## src/rtl/multicycle_control_unit.sv

```systemverilog
// Moore control FSM for the multi-cycle MIPS datapath: sequences FETCH..WRITEBACK per instruction
// and decodes per-state datapath strobes; memory states are held MEM_LAT cycles by a small counter.
module multicycle_control_unit #(
    parameter int ALUOP_W = 3,
    parameter int MEM_LAT = 1
) (
    input  logic               clk,
    input  logic               rst_n,
    input  logic [5:0]         op,
    input  logic [5:0]         func,
    input  logic               zero,
    output logic               pc_en,
    output logic               IorD,
    output logic               MemRead,
    output logic               MemWrite,
    output logic               IRWrite,
    output logic               RegDst,
    output logic               MemtoReg,
    output logic               RegWrite,
    output logic               ALUSrcA,
    output logic [1:0]         ALUSrcB,
    output logic [1:0]         PCSource,
    output logic [ALUOP_W-1:0] ALU_op,
    output logic               illegal_op,
    output logic [3:0]         state
);
    localparam logic [3:0] S_FETCH  = 4'h0;
    localparam logic [3:0] S_DECODE = 4'h1;
    localparam logic [3:0] S_MEMADR = 4'h2;
    localparam logic [3:0] S_MEMRD  = 4'h3;
    localparam logic [3:0] S_MEMWB  = 4'h4;
    localparam logic [3:0] S_MEMWR  = 4'h5;
    localparam logic [3:0] S_EXEC   = 4'h6;
    localparam logic [3:0] S_RWB    = 4'h7;
    localparam logic [3:0] S_BRANCH = 4'h8;
    localparam logic [3:0] S_JUMP   = 4'h9;
    localparam logic [3:0] S_ADDIEX = 4'hA;
    localparam logic [3:0] S_ADDIWB = 4'hB;
    localparam logic [3:0] S_RST    = 4'hF;

    localparam logic [5:0] OP_R    = 6'h00;
    localparam logic [5:0] OP_LW   = 6'h23;
    localparam logic [5:0] OP_SW   = 6'h2B;
    localparam logic [5:0] OP_BEQ  = 6'h04;
    localparam logic [5:0] OP_J    = 6'h02;
    localparam logic [5:0] OP_ADDI = 6'h08;

    localparam logic [3:0] CNT_LAST = 4'(MEM_LAT - 1);

    logic [3:0] state_q, state_d;
    logic [3:0] cnt_q, cnt_d;
    logic       is_sw_q, is_sw_d;
    logic       mem_last;
    logic       func_ok;
    logic [2:0] func_alu;
    logic [2:0] alu3;
    logic       pc_write;
    logic       branch;

    assign mem_last = (cnt_q == CNT_LAST);

    always_comb begin
        func_ok  = 1'b1;
        func_alu = 3'b010;
        case (func)
            6'h20:   func_alu = 3'b010;
            6'h22:   func_alu = 3'b110;
            6'h24:   func_alu = 3'b000;
            6'h25:   func_alu = 3'b001;
            6'h2A:   func_alu = 3'b111;
            default: func_ok  = 1'b0;
        endcase
    end

    // lw/sw is captured in DECODE so MEMADR never has to look at op again.
    always_comb begin
        state_d    = state_q;
        is_sw_d    = is_sw_q;
        illegal_op = 1'b0;
        case (state_q)
            S_FETCH:  if (mem_last) state_d = S_DECODE;
            S_DECODE: begin
                is_sw_d = (op == OP_SW);
                case (op)
                    OP_LW, OP_SW: state_d = S_MEMADR;
                    OP_R: begin
                        if (func_ok) begin
                            state_d = S_EXEC;
                        end else begin
                            state_d    = S_FETCH;
                            illegal_op = 1'b1;
                        end
                    end
                    OP_BEQ:  state_d = S_BRANCH;
                    OP_J:    state_d = S_JUMP;
                    OP_ADDI: state_d = S_ADDIEX;
                    default: begin
                        state_d    = S_FETCH;
                        illegal_op = 1'b1;
                    end
                endcase
            end
            S_MEMADR: state_d = is_sw_q ? S_MEMWR : S_MEMRD;
            S_MEMRD:  if (mem_last) state_d = S_MEMWB;
            S_MEMWR:  if (mem_last) state_d = S_FETCH;
            S_EXEC:   state_d = S_RWB;
            S_ADDIEX: state_d = S_ADDIWB;
            default:  state_d = S_FETCH;
        endcase
        cnt_d = (state_d != state_q) ? 4'd0 : cnt_q + 4'd1;
    end

    always_ff @(posedge clk or negedge rst_n) begin
        if (!rst_n) begin
            state_q <= S_RST;
            cnt_q   <= 4'd0;
            is_sw_q <= 1'b0;
        end else begin
            state_q <= state_d;
            cnt_q   <= cnt_d;
            is_sw_q <= is_sw_d;
        end
    end

    always_comb begin
        IorD     = 1'b0;
        MemRead  = 1'b0;
        MemWrite = 1'b0;
        IRWrite  = 1'b0;
        RegDst   = 1'b0;
        MemtoReg = 1'b0;
        RegWrite = 1'b0;
        ALUSrcA  = 1'b0;
        ALUSrcB  = 2'b00;
        PCSource = 2'b00;
        alu3     = 3'b010;
        pc_write = 1'b0;
        branch   = 1'b0;
        case (state_q)
            S_FETCH: begin
                MemRead = 1'b1;
                ALUSrcB = 2'b01;
                if (mem_last) begin
                    IRWrite  = 1'b1;
                    pc_write = 1'b1;
                end
            end
            S_DECODE: ALUSrcB = 2'b11;
            S_MEMADR: begin
                ALUSrcA = 1'b1;
                ALUSrcB = 2'b10;
            end
            S_MEMRD: begin
                MemRead = 1'b1;
                IorD    = 1'b1;
            end
            S_MEMWB: begin
                RegWrite = 1'b1;
                MemtoReg = 1'b1;
            end
            S_MEMWR: begin
                MemWrite = 1'b1;
                IorD     = 1'b1;
            end
            S_EXEC: begin
                ALUSrcA = 1'b1;
                alu3    = func_alu;
            end
            S_RWB: begin
                RegWrite = 1'b1;
                RegDst   = 1'b1;
            end
            S_BRANCH: begin
                ALUSrcA  = 1'b1;
                alu3     = 3'b110;
                branch   = 1'b1;
                PCSource = 2'b01;
            end
            S_JUMP: begin
                pc_write = 1'b1;
                PCSource = 2'b10;
            end
            S_ADDIEX: begin
                ALUSrcA = 1'b1;
                ALUSrcB = 2'b10;
            end
            S_ADDIWB: RegWrite = 1'b1;
            default:  alu3 = 3'b000;
        endcase
    end

    assign ALU_op = ALUOP_W'(alu3);
    assign pc_en  = pc_write | (branch & zero);
    assign state  = state_q;
endmodule
```

## config.mk

```make
export PLATFORM = sky130hd
export DESIGN_NAME = multicycle_control_unit
export DESIGN_NICKNAME = d
export VERILOG_FILES = /design/src/rtl/multicycle_control_unit.sv
export SDC_FILE = /design/constraint.sdc
export NUM_CORES = 1
export LEC_CHECK = 0
export ABC_CLOCK_PERIOD_IN_PS = 2250
export CORE_UTILIZATION = 50
export CTS_BUF_LIST = sky130_fd_sc_hd__clkbuf_16
export DETAILED_ROUTE_END_ITERATION = 16
export DONT_BUFFER_PORTS = 1
export PLACE_DENSITY = 0.65
export SLEW_MARGIN = 20
export SYNTH_ARGS = -nofsm -noshare
export SYNTH_HDL_FRONTEND = slang
export SYNTH_SLANG_ARGS = --single-unit
```

## constraint.sdc

```tcl
create_clock -name clk -period 2.25 [get_ports clk]
set_input_delay 0.5625 -clock clk [delete_from_list [all_inputs] [get_ports clk]]
set_output_delay 0.5625 -clock clk [all_outputs]
set_load 0.01 [all_outputs]
```

==> flow_results.org, run 1 <==
** Timing
- Transition time of the tightest slew-check pin :: 0.5046 ns
- The final hold violation count was 0.
- Derived from the worst setup path, the maximum achievable clock frequency is 455.3 MHz.
- Of the available clock period, the critical path in the final layout requires 97.62%.
- Final worst clock skew :: 0.0002077 ns
- The count of final max-slew check failures came to 0.
- Measured against its own limit, the worst slew margin works out to 66.05%.
- Total negative slack :: 0 ns
- The worst path needs 2.196 ns of the cycle, external delays included.
- Setup violations remaining at the end of the flow were counted as 0.
- Setup repair after global routing could not meet its margin everywhere.

** Synthesis
- Top cell type's share of synthesized area :: 12.67%
- For this run, the leading register cell type out of synthesis is sky130_fd_sc_hd__dfrtp_1.
- Post-Syn Nets :: 141
- The netlist uses 50 different library cells.
- Main area contributors after synthesis :: sky130_fd_sc_hd__dfrtp_1 13%, sky130_fd_sc_hd__dfstp_2 11%, sky130_fd_sc_hd__nor2_1 4.9%, sky130_fd_sc_hd__nor3_1 4.1%, sky130_fd_sc_hd__buf_6 3.4%
- The cell area that synthesis handed to floorplanning was 987.2 µm².
- Post-synthesis area per instance :: 7.961 µm²
- Yosys warning count :: 0
- Synthesis produced 124 cells.
- Count of flip-flops with a built-in enable after synthesis :: 0
- After synthesis the netlist holds a flip-flop and latch count of 9.
- Commonest cells in the netlist :: 13 x sky130_fd_sc_hd__nor2_1, 8 x sky130_fd_sc_hd__nand2_1, 8 x sky130_fd_sc_hd__nor3_1
- Yosys instantiated no cell more often than sky130_fd_sc_hd__nor2_1.
- Ys async rst share :: 100.0%
- Summing the sequential cell areas from Yosys gives 23.32% of the chip area.
- The synthesized design spends more area on one cell type than any other, namely sky130_fd_sc_hd__dfrtp_1.

** Place
- In this run the cell area measured after placement is 1006 µm².
- Including well taps, the total number of placed cells is 147.
- Final RePlAce weighted congestion :: 0.8257
- HPWL Detailed :: 1696 µm
- Number of port buffers :: 0

** Clock tree
- Max clock buf depth :: 2
- The number of hold buffers added after CTS was 0.
- After clock tree synthesis, the clock-pin slew on the worst setup and hold paths is 0.04 ns.
- Clock tree synthesis selected as its root buffer the cell sky130_fd_sc_hd__clkbuf_16.
- CTS built an H-tree with a depth of 1.
- Worst-Skew Late Latency :: 0.23 ns
- Clock tree from TritonCTS :: done
- TritonCTS Buffers :: 3
- Clock sink count :: 9

** Routing
- For this block, the routed nets add up to 2278 µm of wire.
- DRT antenna net count :: 0
- The detailed router finished its first iteration with 20 violations.
- Routed wirelength normalized by instance count :: 14.89 µm
- Total via count in the routed design :: 931
- Using the TritonRoute via totals, the vias-per-cell ratio works out to 6.085.
- Detailed Routing Iterations Pass 1 :: 4
- Final routed DRC violation total :: 0

** GRT
- The first global-routing pass estimated 3491 µm of wire.
- Global-route usage over all layers :: 22.75%
- Total gr overflow :: 0
- Pin count of the biggest net entering global routing :: 22
- The via count of the first global-routing pass is 797.
- Initial antenna violation count :: 0

** Min path
- In this run the worst hold path is classified as in -> async.

** Finish
- 0 antenna diodes ended up in the layout.
- The area growth from synthesis to layout is 15.97%.
- After the flow finishes, the layout carries non-filler instances totaling 153.
- Total area of sequential cells :: 234.0 µm²
- Multi-input gate area :: 710.7 µm²
- With fillers left out, the area of the finished cells amounts to 1145 µm².
- The post-route netlist has 22.66% of its cells at a drive strength greater than 1.
- After filler insertion, the fill cell instance count of the layout stands at 157.
- Net count of the finished layout :: 146

** Pwr
- Power density over cell area :: 980.3 nW/µm²
- Across the VDD grid, the largest voltage drop is 0.7505 mV.
- Post-layout power :: 1122 µW
- Summed over all cells, the static leakage comes to 0.0004776 µW.

** Worst setup path
- Worst setup SP type :: flip-flop
- FF-to-FF path depth :: 7
- Setup slack on the worst reg-to-reg path comes out at 0.14 ns.
- Crit Path Max Fanout :: 13
- Arrival time at the worst endpoint :: 1.63 ns
- The startpoint identified for the worst register-to-register timing path is state[0].
- In this run the critical register-to-register path is captured at cnt_q[3].
- STA classifies the critical path endpoint as a primary output.
- The critical path is of the reg -> out type.
- Required time reported for the critical path endpoint :: 1.69 ns

** Floorplan
- Vertical die dimension :: 46.44 µm
- For this design the top-level I/O count stands at 36.
- Die area :: 2156 µm²
- Chip Width :: 46.44 µm
- Placeable core region :: 1783 µm²
- The initial utilization of the core area, before any placement, comes to 55.37%.
- Placement Rows :: 15

** Flow run
- Count of maximum capacitance violations :: 0

** Outcome
- Status :: finished, final reports clean
[area by class of cell]
type                       count  area share, %
clock buffer                   3          6.557
sequential                     9          20.44
inverter                       5          1.639
clock inverter                 1         0.3279
timing repair buffer           9          6.229
tap                           25          2.732
multi-input combinational    101          62.08
[kinds of logic after synthesis]
family / after synthesis / synth area share (%)
simple gates: 63 / 36.75
compound gates: 30 / 22.69
flops: 9 / 23.32
fa+ha+maj: 2 / 2.534
mux: 1 / 1.014
buf+inv: 14 / 8.491
xor+xnor: 5 / 5.198
[worst max-delay path, stage by stage (launching register included)]
cell and delay (ns):
sky130_fd_sc_hd__dfstp_2 0.67, sky130_fd_sc_hd__buf_6 0.17, sky130_fd_sc_hd__nor2b_4 0.05, sky130_fd_sc_hd__and3_1 0.23, sky130_fd_sc_hd__a211o_1 0.28
[where the power goes]
part | leakage [µW] | internal [µW] | total, µW | switching [µW]
clock | 0.0000423 | 231 | 298 | 66.7
combinational | 0.000326 | 281 | 554 | 274
sequential | 0.000109 | 205 | 270 | 64.9
total | 0.000478 | 717 | 1120 | 405
[how the worst max path moves through the flow]
stage,from,end,slack [ns],cells after the start
finish,state[2],pc_en,0.05,4
detailed placement,cnt_q[0],pc_en,0.18,5
CTS,cnt_q[0],pc_en,0.02,5
global placement,state[1],ALU_op[2],0.22,3
global route,state[3],ALUSrcA,-0.005,2
floorplan,cnt_q[0],pc_en,0.09,5
[flip-flops by register name (all words and copies together) (netlist names)]
signal and count:
cnt_q 4, state 4, is_sw_q 1
[metrics by stage]
step	hold WS [ns]	setup slack, ns	utilization [%]
global placement	0.2671	0.2171	56.42
global route	0.01774	-0.004987	64.21
floorplan	0.2669	0.08764	-
finish	0.02981	0.05353	64.21
CTS	0.02582	0.01877	61.89
detailed placement	0.2672	0.1813	56.42
[what timing repair did]
action                     4_1_cts  5_1_grt
resized for setup                3        6
buffers inserted                 0        2
pin swaps                        0        0
setup endpoints to repair        4        5
[cell usage in the layout, fill, tap and decap left out, drive strengths merged, types with 2 or more instances in the layout]
master | netlist | routed
a211o | 2 | 2
inv | 5 | 6
and2 | 2 | 2
nor2b | 5 | 5
xor2 | 3 | 3
a211oi | 3 | 3
nand2b | 4 | 4
or2 | 3 | 3
nor4 | 4 | 4
a21oi | 5 | 5
o32ai | 2 | 2
clkbuf | 3 | 4
a21o | 3 | 3
nand3 | 4 | 4
o21ai | 6 | 6
nor3 | 8 | 8
nand2 | 8 | 8
or3 | 3 | 3
buf | 6 | 8
xnor2 | 2 | 2
nor2 | 13 | 13
dfrtp | 5 | 5
nor3b | 2 | 2
ha | 2 | 2
and3 | 2 | 2
dfstp | 4 | 4
[layer usage]
layer	up-vias	global-route usage, %	part of all wire (%)
li1	461	-	-
met1	438	30.90	44
met2	32	36.94	49
met3	0	7.451	6.7
met4	0	0.5882	0
met5	-	0	0
Power figures use the tool's default switching activity.
==> run 2: changes to the inputs <==
--- a/config.mk
+++ b/config.mk
@@ -10,7 +10,7 @@
 export CTS_BUF_LIST = sky130_fd_sc_hd__clkbuf_16
 export DETAILED_ROUTE_END_ITERATION = 16
 export DONT_BUFFER_PORTS = 1
-export PLACE_DENSITY = 0.65
+export PLACE_DENSITY = 0.69
 export SLEW_MARGIN = 20
 export SYNTH_ARGS = -nofsm -noshare
 export SYNTH_HDL_FRONTEND = slang
==> run 2 against run 1 <==
Critical path depth shrank 1. Cell count rose by 0.65%. Worst hold slack lost 0.0061 ns. Largest power group unchanged. Setup slack improved by 0.024 ns. Via count grew 3.8%. Wire length grew 4.8%. Clock power grew 4%. Critical path type unchanged. Sequential share of layout area rose by 0.50 points.
==> flow_results.org, run 2 (synthesized netlist as in run 1, its figures left out) <==
** Worst setup path
- Crit path from :: state[1]
- The maximum fanout count along the critical path is 12 (-1).
- The worst endpoint data arrival time came to 1.61 ns (-0.02 ns).
- The number of cells on the worst reg-to-reg path is 7 (unchanged).
- Beginning of the worst register-to-register path :: state[3]
- Required time reported for the critical path endpoint :: 1.69 ns (about the same)
- Endpoint kind of the worst setup timing path :: primary output
- Worst setup SP type :: flip-flop
- The worst setup path is of the reg -> out kind.

** Floorplan
- The top-level I/O count is 36 (unchanged).
- The height of the die was 46.44 µm (unchanged).
- The placeable core area came to 1783 µm² (unchanged).
- The width of the die was 46.44 µm (unchanged).
- The starting density of the core is 55.37% (unchanged).
- Die area :: 2156 µm² (unchanged)
- The row count was 15 (unchanged).

** Clock tree
- TritonCTS Buffers :: 3 (unchanged)
- Clock tree from TritonCTS :: done
- Clock sink count :: 9 (unchanged)
- Max clock buf depth :: 2 (unchanged)
- The clock input transition at the sequential cells of the worst setup and hold paths was 0.04 ns (about the same).
- The number of buffers inserted by hold repair at cts is 0 (unchanged).
- CTS Root Buffer Type :: sky130_fd_sc_hd__clkbuf_16
- Worst-Skew Late Latency :: 0.23 ns (about the same)
- The number of H-tree levels was 1 (unchanged).

** Routing
- Total via count in the routed design :: 966 (+3.8%)
- The number of nets with antenna violations after routing is 0 (unchanged).
- Detailed Route Iter0 Violations :: 24 (+20%)
- Routed wirelength normalized by instance count :: 15.51 µm (+4.1%)
- Total length of routed wires :: 2388 µm (+4.8%)
- Number of vias per cell :: 6.273 (+3.1%)
- The first-pass iteration count of the detailed router is 4 (unchanged).
- The DRC violation count after routing was 0 (unchanged).

** Timing
- Min cycle time layout :: 2.172 ns (-0.02441 ns)
- Final worst clock skew :: 0.0009965 ns (+0.0007888 ns)
- Number of endpoints failing setup at the final stage :: 0 (unchanged)
- Total negative slack :: 0 ns (unchanged)
- Setup repair after global routing missed its margin :: yes
- Tightest slew margin relative to the limit :: 72.00% (+6.0 points)
- Transition time of the tightest slew-check pin :: 0.4093 ns (-0.09524 ns)
- Count of final max-slew check failures :: 0 (unchanged)
- The final hold violation count came to 0 (unchanged).
- Fin crit share :: 96.54% (-1.1 points)
- The maximum clock frequency came to 460.4 MHz (+1.1%).

** Finish
- The end-of-flow core utilization is 64.70% (+0.49 points).
- Leaving out fill and tap cells, the most frequent cell in the layout is sky130_fd_sc_hd__nor2_1.
- Antenna diode instance count :: 0 (unchanged)
- The filler cell count in the final layout is 159 (+1.3%).
- The fraction of final layout cells sized beyond drive strength 1 is 24.81% (+2.1 points).
- From synthesis to final layout, the design area changed by 16.86%.
- Most frequent cells in the layout :: 13 x sky130_fd_sc_hd__nor2_1, 8 x sky130_fd_sc_hd__nand2_1, 8 x sky130_fd_sc_hd__nor3_1
- The final-stage net count is 147 (+0.68%).

** GRT
- The global-route wire length before repair was 3657 µm (+4.8%).
- Global-route usage over all layers :: 24.01% (+1.3 points)
- The number of antenna violations at the first check in global routing came to 0 (unchanged).
- Pin count of the biggest net entering global routing :: 25 (+14%)
- The via count of the first global-routing pass is 842 (+5.6%).
- Total gr overflow :: 0 (unchanged)

** Min path
- The path class of the tightest hold or removal check is in -> async.

** Pwr
- The leakage component of the power came to 0.0004782 µW (+0.13%).
- Power density over cell area :: 1006 nW/µm² (+2.6%)
- The peak supply drop came to 0.6022 mV (-20%).

** Place
- The quantity of I/O buffers inserted on ports is 0 (unchanged).
- HPWL Detailed :: 1684 µm (-0.71%)
- Final RePlAce weighted congestion :: 0.7947 (-3.8%)

** Outcome
- The flow ran to the end, and the final reports show no timing, DRC or antenna violations.

** Flow run
- The max capacitance violation total came to 0 (unchanged).
-- run 2: path summary, 6_finish.rpt --
kind,slack [ns],end
max,0.08,ALU_op[2]
min,0.02,is_sw_q
max reg2reg,0.12,cnt_q[1]
min reg2reg,0.48,cnt_q[0]
max in group asynchronous,2.06,state[0]
min in group clk,0.45,is_sw_q
-- run 2: repair_timing --
action,in CTS,in global routing
gates resized for setup,4,6
endpoints found under the hold margin,0,0
setup endpoints to repair,5,9
setup buffers,1,3
pin swaps,0,2
-- run 2: where the power goes --
| part | switching, µW | internal (µW) | leakage [µW] |
|---|---|---|---|
| clock | 76.2 | 234 | 0.0000409 |
| combinational | 303 | 294 | 0.000326 |
| sequential | 48.5 | 205 | 0.000111 |
| total | 428 | 733 | 0.000478 |
-- run 2: final cells by class --
type / instances / area, µm² / area share, %
Multi-Input combinational cell: 101 / 711.9 / 61.71
Timing Repair Buffer: 10 / 70.07 / 6.074
Clock buffer: 3 / 75.07 / 6.508
Clock inverter: 1 / 5.005 / 0.4338
Tap cell: 25 / 31.28 / 2.711
Inverter: 5 / 18.77 / 1.627
Sequential cell: 9 / 241.5 / 20.93
-- run 2: critical path, stage by stage, from the launching register on --
cell	delay, ns
sky130_fd_sc_hd__dfstp_4	0.70
sky130_fd_sc_hd__nand2b_1	0.13
sky130_fd_sc_hd__o32a_1	0.36
sky130_fd_sc_hd__nor2_1	0.18
-- run 2: per-layer routing --
metal / vias up / GRT usage (%) / routed length (µm) / part of all wire, %
li1: 474 / - / - / -
met1: 451 / 30.46 / 991 / 41
met2: 41 / 36.94 / 1212 / 51
met3: 0 / 10.20 / 183 / 7.7
met4: 0 / 6.471 / 0 / 0
met5: - / 0 / 0 / 0
-- run 2: through the flow --
stage / cell area [µm²] / power [µW] / cells / hold slack, ns / setup WS [ns]
final: 1154 / 1161 / 154 / 0.02369 / 0.07794
after global placement: 998.5 / 759.4 / 146 / 0.2672 / 0.2099
after floorplan: 987.2 / 651.2 / 124 / 0.2669 / 0.08764
after global routing: 1154 / 1238 / 154 / 0.01286 / -0.01160
after CTS: 1105 / 1130 / 151 / 0.01864 / 0.02281
after detailed placement: 998.5 / 770.8 / 146 / 0.2671 / 0.1434
==> run 3: changes to the inputs <==
==> constraint.sdc (replaced) <==
create_clock -name clk -period 2.25 [get_ports clk]
set_input_delay 0.5625 -clock clk [delete_from_list [all_inputs] [get_ports clk]]
set_output_delay 0.5625 -clock clk [all_outputs]
set_load 0.005 [all_outputs]
==> run 3 against run 2 <==
Die area did not move. Wire length fell by 8.2%. First-iteration DRC count down 25%. Setup slack worse by 0.0095 ns. Register-to-register slack gained 0.08 ns. Sequential power rose by 4%. Cell count fell by 2.6%. Sequential share of layout area grew 0.13 points. Global-route usage decreased by 1.9 points. Critical endpoint is now pc_en.
==> flow_results.org, run 3 (synthesized netlist as in run 1, its figures left out) <==
** Floorplan
- The placeable core area was 1783 µm² (unchanged).
- The width of the die came to 46.44 µm (unchanged).
- The starting density of the core came to 55.37% (unchanged).
- Boundary pin count :: 36 (unchanged)
- Placement Rows :: 15 (unchanged)
- The height of the die is 46.44 µm (unchanged).
- The area of the die came to 2156 µm² (unchanged).

** Finish
- The filler cell count in the final layout is 160 (+0.63%).
- Layout Area Growth over Synthesis :: 12.55%
- The number of standard cells in the layout, taps in and fillers out came to 150 (-2.6%).
- Most frequent cells in the layout :: 13 x sky130_fd_sc_hd__nor2_1, 8 x sky130_fd_sc_hd__nand2_1, 8 x sky130_fd_sc_hd__nor3_1
- The fraction of final layout cells sized beyond drive strength 1 came to 20.00% (-4.8 points).
- The library cell used most frequently in the layout, excluding fill and tap cells, is sky130_fd_sc_hd__nor2_1.
- The final-stage net count is 143 (-2.7%).
- The finished layout cell area came to 1111 µm² (-3.7%).
- The sequential cell area was 234.0 µm² (-3.1%).
- Multi-input gate area :: 699.4 µm² (-1.8%)
- The antenna diode instance count came to 0 (unchanged).

** GRT
- First-pass GRT wire length :: 3422 µm (-6.4%)
- The final global-route overflow total is 0 (unchanged).
- Pin count of the biggest net entering global routing :: 18 (-28%)
- The number of antenna violations at the first check in global routing was 0 (unchanged).
- The via count of the first global-routing pass was 764 (-9.3%).
- Global-route usage over all layers :: 22.11% (-1.9 points)

** Worst setup path
- STA classifies the critical path startpoint as a flip-flop.
- Series of cell instances along the critical path :: buf_4, nand2_1, nor2_1, a211o_1
- The delay of the slowest critical-path stage was 0.73 ns (+0.03 ns).
- Endpoint kind of the worst setup timing path :: primary output
- Setup CP Type :: reg -> out
- The sum of buffers and inverters on the critical path was 1 (+1).
- The worst endpoint data arrival time was 1.62 ns (about the same).
- The worst reg-to-reg setup slack was 0.20 ns (+0.08 ns).
- Cell family with the largest share of critical-path delay :: flip-flops
- The maximum fanout count along the critical path was 17 (+5).
- The worst endpoint required time was 1.69 ns (about the same).
- Cell type of the slowest stage on the worst timing path :: sky130_fd_sc_hd__dfstp_2

** Timing
- Number of endpoints failing setup at the final stage :: 0 (unchanged)
- Fmax :: 458.4 MHz (-0.44%)
- The slew of the pin with the lowest slew margin is 0.3758 ns (-0.03359 ns).
- Final worst clock skew :: 0.002005 ns (+0.001008 ns)
- The final hold violation count is 0 (unchanged).
- The hold slack was 0.02463 ns (+0.0009377 ns).
- The count of final max-slew check failures is 0 (unchanged).
- The minimum clock period after layout came to 2.182 ns (+0.009506 ns).
- The post-route fraction of the period consumed by the critical path came to 96.96% (+0.42 points).
- Tightest slew margin relative to the limit :: 74.30% (+2.3 points)

** Routing
- Detailed Routing Iterations Pass 1 :: 4 (unchanged)
- The mean routed wirelength per cell is 14.61 µm (-5.8%).
- The number of nets with antenna violations after routing came to 0 (unchanged).
- Final routed DRC violation total :: 0 (unchanged)
- Number of vias per cell :: 6.127 (-2.3%)
- Total via count in the routed design :: 919 (-4.9%)
- Total length of routed wires :: 2192 µm (-8.2%)
- Detailed Route Iter0 Violations :: 18 (-25%)

** Pwr
- Net Sw Frac :: 35.18% (-1.7 points)
- The switching power was 369.6 µW (-14%).
- Clock power share :: 28.9% (+2.2 points)
- Leakage power of the design :: 0.0004603 µW (-3.7%)
- Highest ir drop seen on vdd :: 0.7840 mV (+30%)
- The part of the total power dissipated in sequential elements is 25.1% (+3.2 points).
- The part of the power in combinational logic is 46.0% (-5.4 points).
- The internal power came to 680.9 µW (-7.1%).
- The total power divided by cell area came to 945.5 nW/µm² (-6.0%).

** Clock tree
- Clock sink count :: 9 (unchanged)
- H-tree level count :: 1 (unchanged)
- The number of clock buffers inserted by TritonCTS is 3 (unchanged).
- Number of hold buffers added after CTS :: 0 (unchanged)
- Worst-Skew Late Latency :: 0.23 ns (about the same)
- Max clock buf depth :: 2 (unchanged)
- Number of buffers inserted to repair setup after CTS :: 0 (-1)
- Clock tree synthesis selected as its root buffer the cell sky130_fd_sc_hd__clkbuf_16.
- The clock input transition at the sequential cells of the worst setup and hold paths was 0.04 ns (about the same).
- TritonCTS built the clock tree.

** Min path
- The tightest min-delay check is of the in -> async type.

** Flow run
- Count of maximum capacitance violations :: 0 (unchanged)

** Place
- The post-placement cell count is 146 (unchanged).
- The HPWL after detailed placement was 1650 µm (-2.0%).
- DP Area :: 998.5 µm² (unchanged)
- The quantity of I/O buffers inserted on ports is 0 (unchanged).
- The weighted congestion at the end of routability-driven global placement was 0.8398 (+5.7%).

** Outcome
- Status :: finished, final reports clean
run 3: metal layers:
metal	vias to the layer above	part of all wire [%]	GRT usage, %
li1	462	-	-
met1	432	50	32.22
met2	25	46	33.06
met3	0	4.1	6.275
met4	0	0	2.353
met5	-	0	0
run 3: area by class of cell:
class | instances | area share, %
clock buffers | 3 | 6.757
clock inverters | 1 | 0.3378
inverters | 5 | 1.689
multi-input cells | 101 | 62.95
flip-flops and latches | 9 | 21.06
well taps | 25 | 2.815
repair buffers | 6 | 4.392
run 3: power by group through the flow:
stage | clock (µW) | sequential, µW | combinational, µW
3_5_place_dp | 0 | 264 | 441
2_1_floorplan | 0 | 229 | 396
3_3_place_gp | 0 | 262 | 437
4_1_cts | 307 | 262 | 451
5_1_grt | 320 | 272 | 537
6_report | 304 | 264 | 483
run 3: stage by stage:
step	utilization (%)	setup slack (ns)	total power [µW]	setup TNS [ns]
floorplan	-	0.1885	625.1	0
global placement	56.00	0.2332	699.4	0
detailed placement	56.00	0.2122	704.3	0
CTS	60.77	0.06359	1020	0
global route	62.32	-0.004179	1129	-0.004179
finish	62.32	0.06843	1051	0
run 3: worst paths after layout:
kind / startpoint / endpoint / cells past startpoint
max: state[3] / pc_en / 4
min: rst_n / cnt_q[2] / 0
max reg2reg: state[2] / cnt_q[3] / 7
min reg2reg: cnt_q[0] / cnt_q[0] / 1
max in group asynchronous: rst_n / state[2] / 0
min in group clk: op[3] / is_sw_q / 2
run 3: timing repair:
| item | CTS | global route |
|---|---|---|
| gates cloned | 0 | 0 |
| gates resized for setup | 1 | 5 |
| setup endpoints to repair | 2 | 3 |
